File: src/rtl/cirno9_pkg.sv
// cirno9_pkg: shared types and defaults for the cirno9 SRAM arbiter.
// Owner encoding for the one-cycle response path plus SRAM window defaults.
package cirno9_pkg;

   localparam int          CIRNO9_AW   = 14;
   localparam logic [31:0] CIRNO9_BASE = 32'h8000_0000;

   typedef enum logic [1:0] {
      OWN_NONE   = 2'd0,
      OWN_IFU    = 2'd1,
      OWN_LSU_RD = 2'd2,
      OWN_LSU_WR = 2'd3
   } own_kind_t;

   typedef struct packed {
      logic      err;
      own_kind_t kind;
   } own_t;

   localparam own_t OWN_IDLE = '{err: 1'b0, kind: OWN_NONE};

endpackage

File: src/rtl/cirno9_arb_perf.sv
// cirno9_arb_perf: grant and conflict counters for the SRAM arbiter.
// Built only when CIRNO9_ARB_PERF_EN is defined; counters wrap.
module cirno9_arb_perf (
   input  logic        clk,
   input  logic        rst,
   input  logic        ifu_gnt,
   input  logic        lsu_gnt,
   input  logic        conflict,
   output logic [31:0] perf_ifu_gnt,
   output logic [31:0] perf_lsu_gnt,
   output logic [31:0] perf_conflict
);

   // Count grants per port and cycles with both requesters pending.
   always_ff @(posedge clk or posedge rst) begin
      if (rst) begin
         perf_ifu_gnt  <= '0;
         perf_lsu_gnt  <= '0;
         perf_conflict <= '0;
      end else begin
         if (ifu_gnt)  perf_ifu_gnt  <= perf_ifu_gnt + 32'd1;
         if (lsu_gnt)  perf_lsu_gnt  <= perf_lsu_gnt + 32'd1;
         if (conflict) perf_conflict <= perf_conflict + 32'd1;
      end
   end

endmodule

File: src/rtl/cirno9_sram_arb.sv
// cirno9_sram_arb: IFU/LSU arbiter for the single-port core SRAM.
// Define CIRNO9_ARB_PERF_EN to build the perf counters; else they read 0.
module cirno9_sram_arb
   import cirno9_pkg::*;
#(
   parameter int          AW         = CIRNO9_AW,
   parameter logic [31:0] BASE       = CIRNO9_BASE,
   parameter int          STARVE_MAX = 3
) (
   input  logic          clk,
   input  logic          rst,
   input  logic          ifu_req_valid,
   output logic          ifu_req_ready,
   input  logic [31:0]   ifu_req_addr,
   output logic          ifu_rsp_valid,
   output logic [31:0]   ifu_rsp_rdata,
   output logic          ifu_rsp_err,
   input  logic          lsu_req_valid,
   output logic          lsu_req_ready,
   input  logic [31:0]   lsu_req_addr,
   input  logic          lsu_req_wen,
   input  logic [3:0]    lsu_req_wstrb,
   input  logic [31:0]   lsu_req_wdata,
   output logic          lsu_rsp_valid,
   output logic [31:0]   lsu_rsp_rdata,
   output logic          lsu_rsp_err,
   output logic          sram_cs,
   output logic          sram_we,
   output logic [3:0]    sram_wem,
   output logic [AW-1:0] sram_addr,
   output logic [31:0]   sram_wdata,
   input  logic [31:0]   sram_rdata,
   output logic [31:0]   perf_ifu_gnt,
   output logic [31:0]   perf_lsu_gnt,
   output logic [31:0]   perf_conflict
);

   localparam int SW = (STARVE_MAX < 2) ? 1 : $clog2(STARVE_MAX + 1);
   localparam logic [SW-1:0] SMAX = SW'(STARVE_MAX);

   logic [SW-1:0] starve_cnt;
   own_t          own;
   own_t          own_nxt;
   logic          starved;
   logic          ifu_gnt;
   logic          lsu_gnt;
   logic          g_ok;
   logic [31:0]   g_addr;
   logic          unused_addr;

   assign starved       = ifu_req_valid & (starve_cnt == SMAX);
   assign lsu_req_ready = lsu_req_valid & ~starved;
   assign ifu_req_ready = ifu_req_valid & ~lsu_req_ready;
   assign lsu_gnt       = lsu_req_ready;
   assign ifu_gnt       = ifu_req_ready;

   assign g_addr      = lsu_gnt ? lsu_req_addr : ifu_req_addr;
   assign g_ok        = g_addr[31:AW+2] == BASE[31:AW+2];
   assign unused_addr = ^g_addr[1:0];

   assign sram_cs    = (lsu_gnt | ifu_gnt) & g_ok;
   assign sram_we    = sram_cs & lsu_gnt & lsu_req_wen;
   assign sram_wem   = sram_we ? lsu_req_wstrb : 4'b0000;
   assign sram_addr  = g_addr[AW+1:2];
   assign sram_wdata = lsu_req_wdata;

   // Classify this cycle's grant for the response next cycle.
   always_comb begin
      own_nxt = OWN_IDLE;
      unique case (1'b1)
         lsu_gnt: begin
            own_nxt.err  = ~g_ok;
            own_nxt.kind = lsu_req_wen ? OWN_LSU_WR : OWN_LSU_RD;
         end
         ifu_gnt: begin
            own_nxt.err  = ~g_ok;
            own_nxt.kind = OWN_IFU;
         end
         default: own_nxt = OWN_IDLE;
      endcase
   end

   // Response owner and IFU starvation counter.
   always_ff @(posedge clk or posedge rst) begin
      if (rst) begin
         own        <= OWN_IDLE;
         starve_cnt <= '0;
      end else begin
         own <= own_nxt;
         if (ifu_req_valid & ~ifu_req_ready)
            starve_cnt <= (starve_cnt == SMAX) ? SMAX : starve_cnt + 1'b1;
         else
            starve_cnt <= '0;
      end
   end

   assign ifu_rsp_valid = own.kind == OWN_IFU;
   assign ifu_rsp_err   = ifu_rsp_valid & own.err;
   assign ifu_rsp_rdata = (ifu_rsp_valid & ~own.err) ? sram_rdata : '0;

   assign lsu_rsp_valid = (own.kind == OWN_LSU_RD) | (own.kind == OWN_LSU_WR);
   assign lsu_rsp_err   = lsu_rsp_valid & own.err;
   assign lsu_rsp_rdata = ((own.kind == OWN_LSU_RD) & ~own.err) ? sram_rdata : '0;

`ifdef CIRNO9_ARB_PERF_EN
   cirno9_arb_perf u_perf (
      .clk           (clk),
      .rst           (rst),
      .ifu_gnt       (ifu_gnt),
      .lsu_gnt       (lsu_gnt),
      .conflict      (ifu_req_valid & lsu_req_valid),
      .perf_ifu_gnt  (perf_ifu_gnt),
      .perf_lsu_gnt  (perf_lsu_gnt),
      .perf_conflict (perf_conflict)
   );
`else
   assign perf_ifu_gnt  = '0;
   assign perf_lsu_gnt  = '0;
   assign perf_conflict = '0;
`endif

endmodule

File: config.mk
export PLATFORM = sky130hd
export DESIGN_NAME = cirno9_sram_arb
export DESIGN_NICKNAME = d
export VERILOG_FILES = /design/src/rtl/cirno9_pkg.sv /design/src/rtl/cirno9_arb_perf.sv /design/src/rtl/cirno9_sram_arb.sv
export SDC_FILE = /design/constraint.sdc
export NUM_CORES = 1
export LEC_CHECK = 0
export CAP_MARGIN = 20
export CORE_AREA = 5 5 136 138
export DETAILED_ROUTE_END_ITERATION = 16
export DIE_AREA = 0 0 141 143
export GPL_ROUTABILITY_DRIVEN = 0
export MAX_ROUTING_LAYER = met4
export PLACE_DENSITY_LB_ADDON = 0.15
export SLEW_MARGIN = 20
export SYNTH_ARGS = -nofsm -noshare
export SYNTH_HDL_FRONTEND = slang
export SYNTH_HIERARCHICAL = 1
export SYNTH_SLANG_ARGS = --single-unit
export TNS_END_PERCENT = 100
File: constraint.sdc
create_clock -name clk -period 1.6 [get_ports clk]
set_input_delay 0.32 -clock clk [delete_from_list [all_inputs] [get_ports clk]]
set_output_delay 0.32 -clock clk [all_outputs]
set_load 0.005 [all_outputs]
==> metrics.yaml <==
slew_violations: 0
clkTransAtPathRegs_ns: 0.03
clkLatencyLatePin_ns: 0.23
power.internal_mw: 1.05
yosys-top-cells-area: "buf_4 (48%), and2_1 (20%), dfrtp_1 (6.1%), mux2_4 (5.1%), mux2_2 (3.8%)"
cts.sinks: 5
cp_slowest_cell: "dfrtp_2"
dp_hpwl_um: 6870
pwr-share-comb_pct: 61.8
grt_overflow_total: 0
grt_max_degree: 9
synth_top_area_share_pct: 47.9
synth_cells: 261
violations: "negative setup slack"
crit_arrival_ns: 1.60
power_mw: 1.45
dr.pass1.iters: 2
hold_viol: 0
synth_ff_type: "dfrtp_1"
wl_per_cell_um: 13.3
dp_cells: 650
seq_power_share_pct: 9.9
post_route_cells_drive_above_1_share_pct: 56.3
clock-root-buffer: "clkbuf_16"
drt-initial-drc-count: 11
dieArea_sq_mm: 0.0202
leakage_nw: 2.34
area_delta_synth_final_pct: 129
ys_warn_count: 6
layout.cells.non_filler: 707
final_area_sq_mm: 0.00470
numCtsBuffers: 3
irDropWorstVdd_mv: 0.252
place_ws_ns: -0.861
fin_crit_sh_pct: 120
netlist_area_sq_mm: 0.00205
cts_buffer_depth: 2
initial_core_util_pct: 12.0
seq_area_frac_synth_pct: 6.09
status: "complete, but fails checks"
ys_ff_latch: 5
period_needed_ns: 1.92
fin_nets: 619
crit_chain: "buf_6 > nor2b_4 > and2b_4 > buf_12 > buf_8 > buf_16 > and2_4 > buf_6"
core_sq_mm: 0.0171
rsz0062_at_grt: "yes"
synth.avg_cell_area_sq_um: 7.87
hold-worst-slack_ns: 0.315
skew_ns: 0.000801
cap_violations: 0
h-tree-depth: 1
setup.worst_path.class: "reg2out"
p_clk_share_pct: 28.3
yosys.area.top_type: "buf_4"
via_per_inst: 3.15
ant_nets: 0
synth_edf_count: 0
utilization_pct: 27.5
required_ns: 1.28
placed_area_sq_mm: 0.00369
ys_types: 31
routed_wl_um: 9390
setup_slack_ns: -0.317
grt_antenna_before_repair: 1
setup_viol: 85
grt_pass1_wl_um: 13000
startpoint_type: "flip-flop"
rows: 48
cts_tree: "built"
drc: 0
yosysMostFrequentCell: "buf_4"
crit_top_cell: "buf_6"
cp_max_fo: 8
cts_hold_buf: 0
power.switching_uw: 404
track_usage_pct: 8.54
numPortBuffers: 190
die_y_um: 143
die_w_um: 141
end_kind: "output pin"
vias: 2228
clock.fmax_mhz: 522
power_density_mw_per_mm2: 309
io_pins: 355
switching_share_pct: 27.9
hold_path.class: "in2async"
slowest_delay_ns: 0.41
synth_common_cells: "buf_4 (131), and2_1 (66), inv_1 (8)"
grt_pass1_vias: 2386
postSynth.asyncResetShare_pct: 100
tns_ns: -16.85
==> layout by cell type (no fill, tap or decap), drive strengths merged, types with 2 or more instances in the layout <==
| cell type | n |
|---|---|
| and2 | 67 |
| buf | 167 |
| clkbuf | 5 |
| clkdlybuf4s15 | 9 |
| clkdlybuf4s50 | 66 |
| conb | 96 |
| dfrtp | 5 |
| dlygate4sd2 | 11 |
| dlymetal6s2s | 2 |
| inv | 9 |
| mux2 | 14 |
| nand2 | 4 |
| nand3 | 2 |
| nand4 | 2 |
| nor2 | 3 |
| nor3 | 4 |
| nor4 | 6 |
| nor4b | 2 |
==> worst paths after layout <==
| kind | end | slack, ns | startpoint | cells after the start |
|---|---|---|---|---|
| max | ifu_rsp_rdata[16] | -0.32 | own[1] | 8 |
| min | starve_cnt[0] | 0.31 | rst | 2 |
| max reg2reg | own[2] | 0.08 | starve_cnt[1] | 8 |
| min reg2reg | starve_cnt[0] | 0.79 | starve_cnt[0] | 4 |
| max in group asynchronous | own[1] | 1.10 | rst | 2 |
| min in group clk | sram_wdata[31] | 0.64 | lsu_req_wdata[31] | 0 |
==> flip-flops by register name (all words and copies together) (netlist names) <==
register    flops
own             3
starve_cnt      2
==> worst max-delay path, delay by kind of cell, from the launching register on <==
kind | cells | cell delay [ns]
flops | 1 | 0.41
buf+inv | 5 | 0.55
simple gates | 3 | 0.41
==> what timing repair did <==
item | 4_1_cts | 5_1_grt
cloned | 7 | 0
pin swaps | 67 | 20
setup endpoints to repair | 91 | 89
gates resized for setup | 568 | 86
setup buffers | 51 | 9
==> cell type report <==
class                      count  area, sq um
sequential                     5          128
inverter                       9         36.3
fill                        1856        12400
tap                          225          282
multi-input combinational    207         1550
timing repair buffer         256         2620
antenna                        1         2.50
clock buffer                   4         78.8
==> per-layer routing <==
layer	routed length, um	up-vias	global-route usage, %
met1	2870	984	7.77
met5	0	-	-
li1	-	1038	-
met4	135	0	2.45
met3	1090	19	2.78
met2	5300	187	16.9
==> logic make-up after synthesis <==
kind of cell | count (synthesis) | share of synthesized area [%]
compound gates | 3 | 0.975
buf+inv | 145 | 52.5
xor+xnor | 1 | 0.427
mux | 14 | 8.96
other cells | 1 | 0.183
simple gates | 92 | 30.9
flops | 5 | 6.09
==> power groups by stage <==
stage / Clock [mW] / Sequential [mW] / Combinational [mW]
2_1_floorplan: 0 / 0.144 / 0.438
3_3_place_gp: 0 / 0.145 / 0.665
3_5_place_dp: 0 / 0.145 / 0.664
4_1_cts: 0.417 / 0.144 / 0.860
5_1_grt: 0.431 / 0.145 / 0.966
6_report: 0.410 / 0.144 / 0.896
No activity file was read; power rests on OpenSTA's default activity.
